**config.mk**
```make
export PLATFORM = sky130hd
export DESIGN_NAME = alu_writeback
export DESIGN_NICKNAME = d
export VERILOG_FILES = /design/src/rtl/alu_writeback.sv
export SDC_FILE = /design/constraint.sdc
export NUM_CORES = 1
export LEC_CHECK = 0
export BUFFER_PORTS_ARGS = -buffer_cell sky130_fd_sc_hd__clkbuf_2
export CORE_MARGIN = 8
export CORE_UTILIZATION = 44
export CTS_CLUSTER_SIZE = 8
export DETAILED_ROUTE_END_ITERATION = 6
export GPL_ROUTABILITY_DRIVEN = 0
export GPL_TIMING_DRIVEN = 0
export MAX_ROUTING_LAYER = met4
export PLACE_DENSITY = 0.72
export RECOVER_POWER = 50
export SYNTH_ARGS = -nofsm -noshare
export SYNTH_HDL_FRONTEND = slang
export SYNTH_SLANG_ARGS = --single-unit
export TNS_END_PERCENT = 30
```
**constraint.sdc**
```tcl
create_clock -name clk -period 1.1 [get_ports clk]
set_input_delay 0.165 -clock clk [delete_from_list [all_inputs] [get_ports clk]]
set_output_delay 0.165 -clock clk [all_outputs]
set_load 0.01 [all_outputs]
```
**src/rtl/alu_writeback.sv**
```systemverilog
// ALU result writeback sequencer: splits wide (MULT/DIV) results into two register-file writes.
// Optional build macro ALU_WB_FLAGS_EN enables the architectural status flag register.
//
// state    | meaning
// ---------+--------------------------------------------------------------
// ST_IDLE  | no write in progress, ready for a result
// ST_WR_LO | writing captured low half to captured dest
// ST_WR_HI | writing captured high half to R0_ADDR
module alu_writeback #(
    parameter int DATA_W = 16,
    parameter int ADDR_W = 4,
    parameter logic [ADDR_W-1:0] R0_ADDR = '0
) (
    input  logic                clk,
    input  logic                rst_n,
    input  logic                in_valid,
    output logic                in_ready,
    input  logic [2*DATA_W-1:0] result,
    input  logic                wide,
    input  logic [ADDR_W-1:0]   dest,
    input  logic                stat_zero,
    input  logic                stat_sign,
    input  logic                stat_overflow,
    output logic                rf_we,
    output logic [ADDR_W-1:0]   rf_waddr,
    output logic [DATA_W-1:0]   rf_wdata,
    output logic [2:0]          flags
);

    localparam logic [1:0] ST_IDLE  = 2'd0;
    localparam logic [1:0] ST_WR_LO = 2'd1;
    localparam logic [1:0] ST_WR_HI = 2'd2;

    logic [1:0]        state;
    logic              cap_wide;
    logic [DATA_W-1:0] cap_hi;
    logic              xfer;

    // Only the low phase of a wide result stalls the producer.
    assign in_ready = !((state == ST_WR_LO) && cap_wide);
    assign xfer     = in_valid && in_ready;

    // Write port is registered so it holds its last address/data while idle.
    always_ff @(posedge clk or negedge rst_n) begin
        if (!rst_n) begin
            state    <= ST_IDLE;
            cap_wide <= 1'b0;
            cap_hi   <= '0;
            rf_we    <= 1'b0;
            rf_waddr <= '0;
            rf_wdata <= '0;
        end else if (xfer) begin
            state    <= ST_WR_LO;
            cap_wide <= wide;
            cap_hi   <= result[2*DATA_W-1:DATA_W];
            rf_we    <= 1'b1;
            rf_waddr <= dest;
            rf_wdata <= result[DATA_W-1:0];
        end else if ((state == ST_WR_LO) && cap_wide) begin
            state    <= ST_WR_HI;
            rf_we    <= 1'b1;
            rf_waddr <= R0_ADDR;
            rf_wdata <= cap_hi;
        end else begin
            state    <= ST_IDLE;
            rf_we    <= 1'b0;
        end
    end

`ifdef ALU_WB_FLAGS_EN
    logic [2:0] cap_stat;
    logic [2:0] flags_q;

    always_ff @(posedge clk or negedge rst_n) begin
        if (!rst_n) begin
            cap_stat <= 3'b000;
        end else if (xfer) begin
            cap_stat <= {stat_overflow, stat_sign, stat_zero};
        end
    end

    // Flags commit when the low-half write retires and stay put through WR_HI.
    always_ff @(posedge clk or negedge rst_n) begin
        if (!rst_n) begin
            flags_q <= 3'b000;
        end else if (state == ST_WR_LO) begin
            flags_q <= cap_stat;
        end
    end

    assign flags = flags_q;
`else
    logic unused_stat;

    assign unused_stat = ^{stat_overflow, stat_sign, stat_zero};
    assign flags       = 3'b000;
`endif

endmodule

```
==> flow_metrics.tcl, run 1 <==
set metrics [dict create \
    setup_viol 41 \
    synth_seq_cells 40 \
    synth_cell_type_count 20 \
    cp_top_family "flip-flops" \
    hold_viol 0 \
    first_iter_violations 48 \
    num_rows 24 \
    syn_area_per_cell_um2 11.4 \
    cts_tree "yes" \
    ys_seq_area_share_pct 51.7 \
    fin_util_pct 60.5 \
    timing.hold.ws_ns 0.0270 \
    rrSetupSlack_ns -0.26 \
    max_stage_delay_ns 0.40 \
    syn_to_final_growth_pct 34.3 \
    max_freq_mhz 708 \
    drive_gt1_share_pct 44.4 \
    numCtsBuffers 5 \
    clk_root_buffer_cell "clkbuf_8" \
    power_density_nw_per_um2 1710 \
    start_util_pct 45.0 \
    min_period_ns 1.41 \
    fp.dieH_um 82.3 \
    min_path_type "input port to async pin" \
    start_kind "register" \
    power.total_mw 4.44 \
    antenna_found_initial 0 \
    grt_max_degree 41 \
    ir_drop_mv 0.848 \
    diodes 0 \
    regToRegStartpoint "state[1]$_DFF_PN0_" \
    grt_pass1_wl_um 7790 \
    clock_sinks 40 \
    crit_path_start "state[1]$_DFF_PN0_" \
    tns_ns -7.05 \
    grt_pass1_vias 1688 \
    yosys.area.top_type_share_pct 51.7 \
    criticalPathCategory "register to primary output" \
    worstPathArrival_ns 1.25 \
    status "finished with violations" \
    wire_per_inst_um 16.2 \
    violations "negative setup slack" \
    path_buf_inv 3 \
    nets 292 \
    overflow 0 \
    cp_max_fo 3 \
    critical_path_required_ns 0.94 \
    drc_errors 0 \
    yosys-top-cells-area "dfrtp_1, mux2i_1, nand4b_1" \
    final_max_slew_viol_count 0 \
    syn_inst 169 \
    vias 1563 \
    ctsHoldBuffers 0 \
    core_area_um2 4290 \
    ios 68 \
    yosys_warnings 0 \
    cts_max_path_buffers 2 \
    die_area_um2 6770 \
    io_buffers 60 \
    relSlewSlack_pct 33.6 \
    rsz0062_at_grt "yes" \
    slowest_stage "dfrtp_2" \
    crit_path_end_kind "primary output" \
    dieWidth_um 82.3 \
    post-route-period-util_pct 128 \
    worst_pin_slew_ns 0.996 \
    setup_slack_ns -0.312 \
    ant_nets 0 \
    clk_pin_slew_ns 0.08 \
    htreeDepth 2 \
    wl_um 4890 \
    dp_hpwl_um 3310 \
    gr-usage-all-layers_pct 15.3 \
    viasPerCell 5.18 \
    synth_area_leader_cell "dfrtp_1" \
    clk_latency_ns 0.29 \
    crit_chain "and3b_4, buf_8, inv_4, buf_6" \
    drt_pre_antenna_iters 4 \
    place_ws_ns -0.264 \
    total_leakage_power_nw 1.28 \
    synthesis.area_um2 1930 \
    cap_violations 0 \
    skew_ns 0.00670 \
]
==> per-stage QoR <==
step | cells | instance area (um^2)
CTS | 300 | 2540
detailed placement | 283 | 2310
floorplan | 171 | 1940
finish | 302 | 2600
global placement | 283 | 2310
global route | 302 | 2600
==> worst paths after layout <==
check / end / cells past startpoint
min in group clk: cap_wide$_DFFE_PN0P_ / 3
worst max register to register: cap_hi[9]$_DFFE_PN0P_ / 5
worst max-delay path: in_ready / 4
worst min-delay path: rf_wdata[0]$_DFFE_PN0P_ / 1
worst min register to register: cap_hi[13]$_DFFE_PN0P_ / 2
max in group asynchronous: state[0]$_DFF_PN0_ / 1
==> state kept, by name (all words and copies together) (netlist names) <==
signal    flops
cap_hi       16
state         2
rf_waddr      4
rf_we         1
rf_wdata     16
cap_wide      1
==> cell type report <==
cell class,count,area [um^2]
fill,379,1700
sequential,40,1000
multi-input combinational,112,830
timing repair buffer,73,464
buffer,16,140
clock buffer,8,90.1
tap,52,65.1
inverter,1,6.26
==> cell usage in the layout (no fill, tap or decap) <==
cell	Yosys	layout
buf_12	0	1
nor2_1	4	4
buf_2	4	2
clkbuf_1	4	4
conb_1	1	3
dfrtp_1	40	38
clkbuf_8	0	6
inv_4	0	1
o21ai_1	6	10
clkbuf_2	1	60
buf_16	0	1
o211ai_1	7	7
and3b_4	1	1
dfrtp_2	0	2
mux2i_1	21	21
o21ai_2	0	5
o21ai_0	10	1
buf_4	5	10
nand4b_1	16	16
nand2_1	17	17
clkbuf_4	0	1
o211ai_2	9	9
clkbuf_16	0	1
nand2b_1	17	17
buf_6	3	9
buf_8	1	2
and2_1	1	1
==> cell families (layout without fill, tap and decap cells) <==
logic type / count (synthesis) / count (layout) / synth area share (%)
simple gates: 56 / 56 / 17.8
other cells: 1 / 3 / 0.194
buf+inv: 19 / 98 / 6.73
mux: 21 / 21 / 10.9
flops: 40 / 40 / 51.7
compound gates: 32 / 32 / 12.7
==> routing by layer <==
| layer | share of wire (%) | vias up | GRT usage [%] |
|---|---|---|---|
| met2 | 49 | 43 | 25.0 |
| li1 | - | 754 | - |
| met3 | 5.4 | 7 | 3.35 |
| met5 | 0 | - | - |
| met1 | 45 | 759 | 18.5 |
| met4 | 1.0 | 0 | 4.74 |
==> timing repair <==
action / in CTS / in global routing
setup buffers: 10 / 2
gates cloned: 1 / 1
gates resized for setup: 24 / 11
setup endpoints to repair: 41 / 41
pin swaps: 13 / 2
==> cell usage after synthesis (all sizes together) <==
library cell   n
nor2           4
dfrtp         40
and3b          1
mux2i         21
conb           1
nand2         17
o21ai         16
inv            1
o211ai        16
nand2b        17
clkbuf         5
nand4b        16
buf           13
and2           1
==> report_power, final <==
part	leakage [nW]	switching, mW	internal (mW)
sequential	0.480	0.182	1.81
clock	0.0455	0.495	0.512
combinational	0.754	0.708	0.736
No activity file was read; power rests on OpenSTA's default activity.
==> run 2: changes to the inputs <==
PLACE_DENSITY = 0.75   (was 0.72)
==> run 2 against run 1 <==
The flow still finishes with violations (negative setup slack). Non-clock buffer count is 5 lower. Register-to-register slack better by 0.03 ns. Global-route usage decreased by 0.59 points. Fmax is 1.6% higher. Sequential share of layout area is 1.7 points higher. Combinational power decreased by 11%. Utilization down 2.7 points. Total power shrank 6.2%. Critical endpoint unchanged. Largest power group unchanged.
==> flow_metrics.tcl, run 2 (synthesized netlist as in run 1, its figures left out) <==
set metrics [dict create \
    status "finished with violations" \
    violations "negative setup slack" \
    critical_path_required_ns 0.94 \
    final_cell_mix "clkbuf_2, dfrtp_1, mux2i_1" \
    rrSetupSlack_ns -0.23 \
    nets 287 \
    ff2ff_path_depth 6 \
    slowest_stage "dfrtp_1" \
    relSlewSlack_pct 33.8 \
    timing.hold.ws_ns 0.0306 \
    fin_util_pct 57.8 \
    syn_to_final_growth_pct 28.3 \
    tns_ns -5.66 \
    setup_viol 38 \
    total_leakage_power_nw 1.23 \
    htreeDepth 2 \
    power_density_nw_per_um2 1680 \
    rsz0062_at_grt "yes" \
    die_area_um2 6770 \
    diodes 0 \
    ant_nets 0 \
    dp_hpwl_um 3250 \
    cts_max_path_buffers 2 \
    start_kind "register" \
    viasPerCell 5.07 \
    ios 68 \
    start_util_pct 45.0 \
    hold_viol 0 \
    drive_gt1_share_pct 41.0 \
    core_area_um2 4290 \
    criticalPathCategory "register to primary output" \
    worst_pin_slew_ns 0.992 \
    skew_ns 0.00927 \
    r2r-end "rf_wdata[9]$_DFFE_PN0P_" \
    crit_path_end_kind "primary output" \
    grt_pass1_vias 1593 \
    grt_max_degree 41 \
    power.total_mw 4.16 \
    final_max_slew_viol_count 0 \
    worstPathArrival_ns 1.22 \
    vias 1500 \
    cts_tree "yes" \
    reg_top3 "cap_hi (16), rf_wdata (16), rf_waddr (4)" \
    numCtsBuffers 5 \
    clk_latency_ns 0.29 \
    min_period_ns 1.39 \
    post-route-period-util_pct 126 \
    drc_errors 0 \
    layout_commonest_cell "clkbuf_2" \
    first_iter_violations 63 \
    io_buffers 60 \
    num_rows 24 \
    max_stage_delay_ns 0.38 \
    drt_pre_antenna_iters 5 \
    wire_per_inst_um 15.2 \
    grt_pass1_wl_um 7500 \
    crit_chain "buf_6, and3b_4, buf_8, inv_4, buf_8" \
    max_freq_mhz 720 \
    clk_pin_slew_ns 0.08 \
    gr-usage-all-layers_pct 14.7 \
    crit_top_cell "buf_8" \
    clock_sinks 40 \
    cap_violations 0 \
    min_path_type "input port to async pin" \
    cp_max_fo 2 \
    ir_drop_mv 1.09 \
    wl_um 4500 \
    clk_root_buffer_cell "clkbuf_8" \
    setup_slack_ns -0.289 \
    fp.dieH_um 82.3 \
    overflow 0 \
    regToRegStartpoint "cap_wide$_DFFE_PN0P_" \
    antenna_found_initial 0 \
    dieWidth_um 82.3 \
]
[run 2: cell count changes in the layout (fill, tap and decap cells not counted), moves of 2 or more]
cell	before	now
dfrtp_2	2	0
buf_6	9	4
o21ai_2	5	0
o21ai_1	10	12
o21ai_0	1	4
dfrtp_1	38	40
[run 2: how the worst max path moves through the flow]
stage | start | to | slack [ns]
floorplan | state[1]$_DFF_PN0_ | cap_hi[6]$_DFFE_PN0P_ | -0.05
global placement | state[0]$_DFF_PN0_ | rf_wdata[8]$_DFFE_PN0P_ | -0.19
detailed placement | state[1]$_DFF_PN0_ | cap_hi[9]$_DFFE_PN0P_ | -0.18
CTS | cap_wide$_DFFE_PN0P_ | in_ready | -0.32
global route | cap_wide$_DFFE_PN0P_ | in_ready | -0.32
finish | cap_wide$_DFFE_PN0P_ | in_ready | -0.29
[run 2: layout make-up]
cell class,instances,area [um^2]
buffer,18,159
sequential,40,1000
multi-input combinational,112,813
inverter,1,6.26
timing repair buffer,66,359
clock buffer,6,72.6
tap,52,65.1
clock inverter,1,5.00
fill,383,1810
[run 2: critical path, delay by kind of cell, from the launching register on]
family / cells / cell delay (ns)
and+or+nand+nor: 1 / 0.17
buffers and inverters: 4 / 0.38
DFF: 1 / 0.38
[run 2: through the flow]
stage | setup slack (ns) | instance area (um^2) | cells
final | -0.289 | 2480 | 296
after global routing | -0.324 | 2480 | 296
after CTS | -0.320 | 2450 | 294
after detailed placement | -0.179 | 2310 | 283
after global placement | -0.188 | 2310 | 283
after floorplan | -0.0517 | 1940 | 171
[run 2: metal layers]
metal	GRT usage, %	wire length, um	share of wire (%)
met2	22.8	2090	46
met5	-	0	0
met1	18.2	2040	45
met3	4.76	332	7.4
met4	3.68	42	0.93
[run 2: report_power, final]
part           leakage [nW]  switching (mW)  internal [mW]
Clock                0.0410           0.475          0.431
Combinational         0.710           0.650          0.632
Sequential            0.483           0.170           1.81
Total                  1.23            1.29           2.87
[run 2: what timing repair did]
action,CTS,global route
setup buffers,4,2
hold buffers,0,0
gates resized for setup,15,9
setup endpoints to repair,41,41
pin swaps,2,3
==> run 3: changes to the inputs <==
SETUP_SLACK_MARGIN = 0.15   (was unset)
==> run 3 against run 2 <==
The flow still finishes with violations (negative setup slack). Clock-buffer cell count unchanged. Hold slack got worse by 0.010 ns. Utilization increased by 1.9 points. Clock skew decreased by 0.00053 ns. Via count increased by 1.0%. Die area unchanged. Largest cell class unchanged. Largest power group unchanged. Highest routed layer unchanged.
==> flow_metrics.tcl, run 3 (synthesized netlist as in run 1, its figures left out) <==
set metrics [dict create \
    dp_hpwl_um 3320 \
    drc_errors 0 \
    cts_max_path_buffers 2 \
    overflow 0 \
    critical_path_required_ns 0.94 \
    cap_violations 0 \
    die_area_um2 6770 \
    clk_latency_ns 0.29 \
    gr-usage-all-layers_pct 15.2 \
    rsz0062_at_grt "yes" \
    rrSetupSlack_ns -0.26 \
    start_util_pct 45.0 \
    diodes 0 \
    core_area_um2 4290 \
    setup_viol 36 \
    numCtsBuffers 5 \
    ctsHoldBuffers 0 \
    final_max_slew_viol_count 0 \
    skew_ns 0.00873 \
    grt_pass1_vias 1622 \
    timing.hold.ws_ns 0.0203 \
    crit_path_end_kind "primary output" \
    layout_commonest_cell "dfrtp_1" \
    grt_max_degree 41 \
    antenna_found_initial 0 \
    wl_um 4770 \
    min_period_ns 1.40 \
    placed_cells_incl_taps 283 \
    ir_drop_mv 0.902 \
    final_cell_mix "dfrtp_1, clkbuf_2, buf_2, mux2i_1, nand2b_1" \
    criticalPathCategory "register to primary output" \
    min_path_type "input port to async pin" \
    ios 68 \
    relSlewSlack_pct 33.8 \
    reg_top3 "cap_hi (16), rf_wdata (16), rf_waddr (4)" \
    clk_root_buffer_cell "clkbuf_8" \
    violations "negative setup slack" \
    drt_pre_antenna_iters 4 \
    first_iter_violations 44 \
    ant_nets 0 \
    post-route-period-util_pct 127 \
    start_kind "register" \
    drive_gt1_share_pct 44.1 \
    fp.dieH_um 82.3 \
    cts_tree "yes" \
    io_buffers 60 \
    grt_pass1_wl_um 7690 \
    dieWidth_um 82.3 \
    clock_sinks 40 \
    total_leakage_power_nw 1.27 \
    fin_cells 299 \
    max_freq_mhz 715 \
    viasPerCell 5.07 \
    vias 1515 \
    worstPathArrival_ns 1.23 \
    power_density_nw_per_um2 1710 \
    worst_pin_slew_ns 0.992 \
    cp_max_fo 2 \
    wire_per_inst_um 15.9 \
    syn_to_final_growth_pct 32.4 \
    status "finished with violations" \
    setup_slack_ns -0.298 \
    nets 289 \
    clk_pin_slew_ns 0.08 \
    hold_viol 0 \
    num_rows 24 \
    htreeDepth 2 \
]
==> run 3: cell types whose count changed in the layout (fill, tap and decap cells not counted), sizes merged <==
cell    delta
clkbuf    -18
clkinv     +1
buf       +20
==> run 3: worst paths after layout <==
path,start,cells past startpoint,end
worst max-delay path,cap_wide$_DFFE_PN0P_,5,in_ready
worst min-delay path,rst_n,1,rf_wdata[15]$_DFFE_PN0P_
worst max register to register,state[1]$_DFF_PN0_,5,cap_hi[6]$_DFFE_PN0P_
worst min register to register,cap_hi[13]$_DFFE_PN0P_,2,cap_hi[13]$_DFFE_PN0P_
max in group asynchronous,rst_n,1,rf_wdata[8]$_DFFE_PN0P_
min in group clk,dest[3],3,rf_waddr[3]$_DFFE_PN0P_
==> run 3: routing by layer <==
metal	vias to the layer above	wire length, um	global-route usage, %
met5	-	0	-
met4	0	48	4.21
met3	5	295	4.33
met2	47	2220	24.1
met1	715	2200	18.4
li1	748	-	-
==> run 3: final cells by class <==
class | count | area (um^2)
Clock inverter | 2 | 10.0
Multi-Input combinational cell | 112 | 828
Timing Repair Buffer | 68 | 397
Tap cell | 52 | 65.1
Buffer | 18 | 171
Clock buffer | 6 | 82.6
Fill cell | 389 | 1730
Inverter | 1 | 6.26
Sequential cell | 40 | 1000
==> run 3: what timing repair did <==
item,4_1_cts,5_1_grt
setup buffers,6,1
cloned,1,0
resized for setup,20,36
pin swaps,7,4
endpoints found under the setup margin,62,62
==> run 3: metrics by stage <==
step | power, mW | TNS (ns) | instance area [um^2] | setup slack [ns] | utilization [%]
floorplan | 2.71 | -0.647 | 1940 | -0.0517 | -
global placement | 3.14 | -6.02 | 2310 | -0.212 | 53.7
detailed placement | 3.18 | -6.83 | 2310 | -0.261 | 53.7
CTS | 4.35 | -5.51 | 2520 | -0.321 | 58.7
global route | 4.64 | -7.93 | 2560 | -0.345 | 59.6
finish | 4.38 | -6.09 | 2560 | -0.298 | 59.6
==> run 3: report_power, final <==
group / leakage (nW) / internal [mW] / switching (mW)
clock: 0.0510 / 0.501 / 0.515
combinational: 0.737 / 0.700 / 0.685
sequential: 0.483 / 1.81 / 0.172
total: 1.27 / 3.01 / 1.37
==> run 3: worst max-delay path: stages, from the launching register on <==
cell and delay [ns]:
dfrtp_1 0.38, buf_6 0.12, and3b_4 0.19, buf_8 0.12, inv_4 0.05, buf_8 0.09
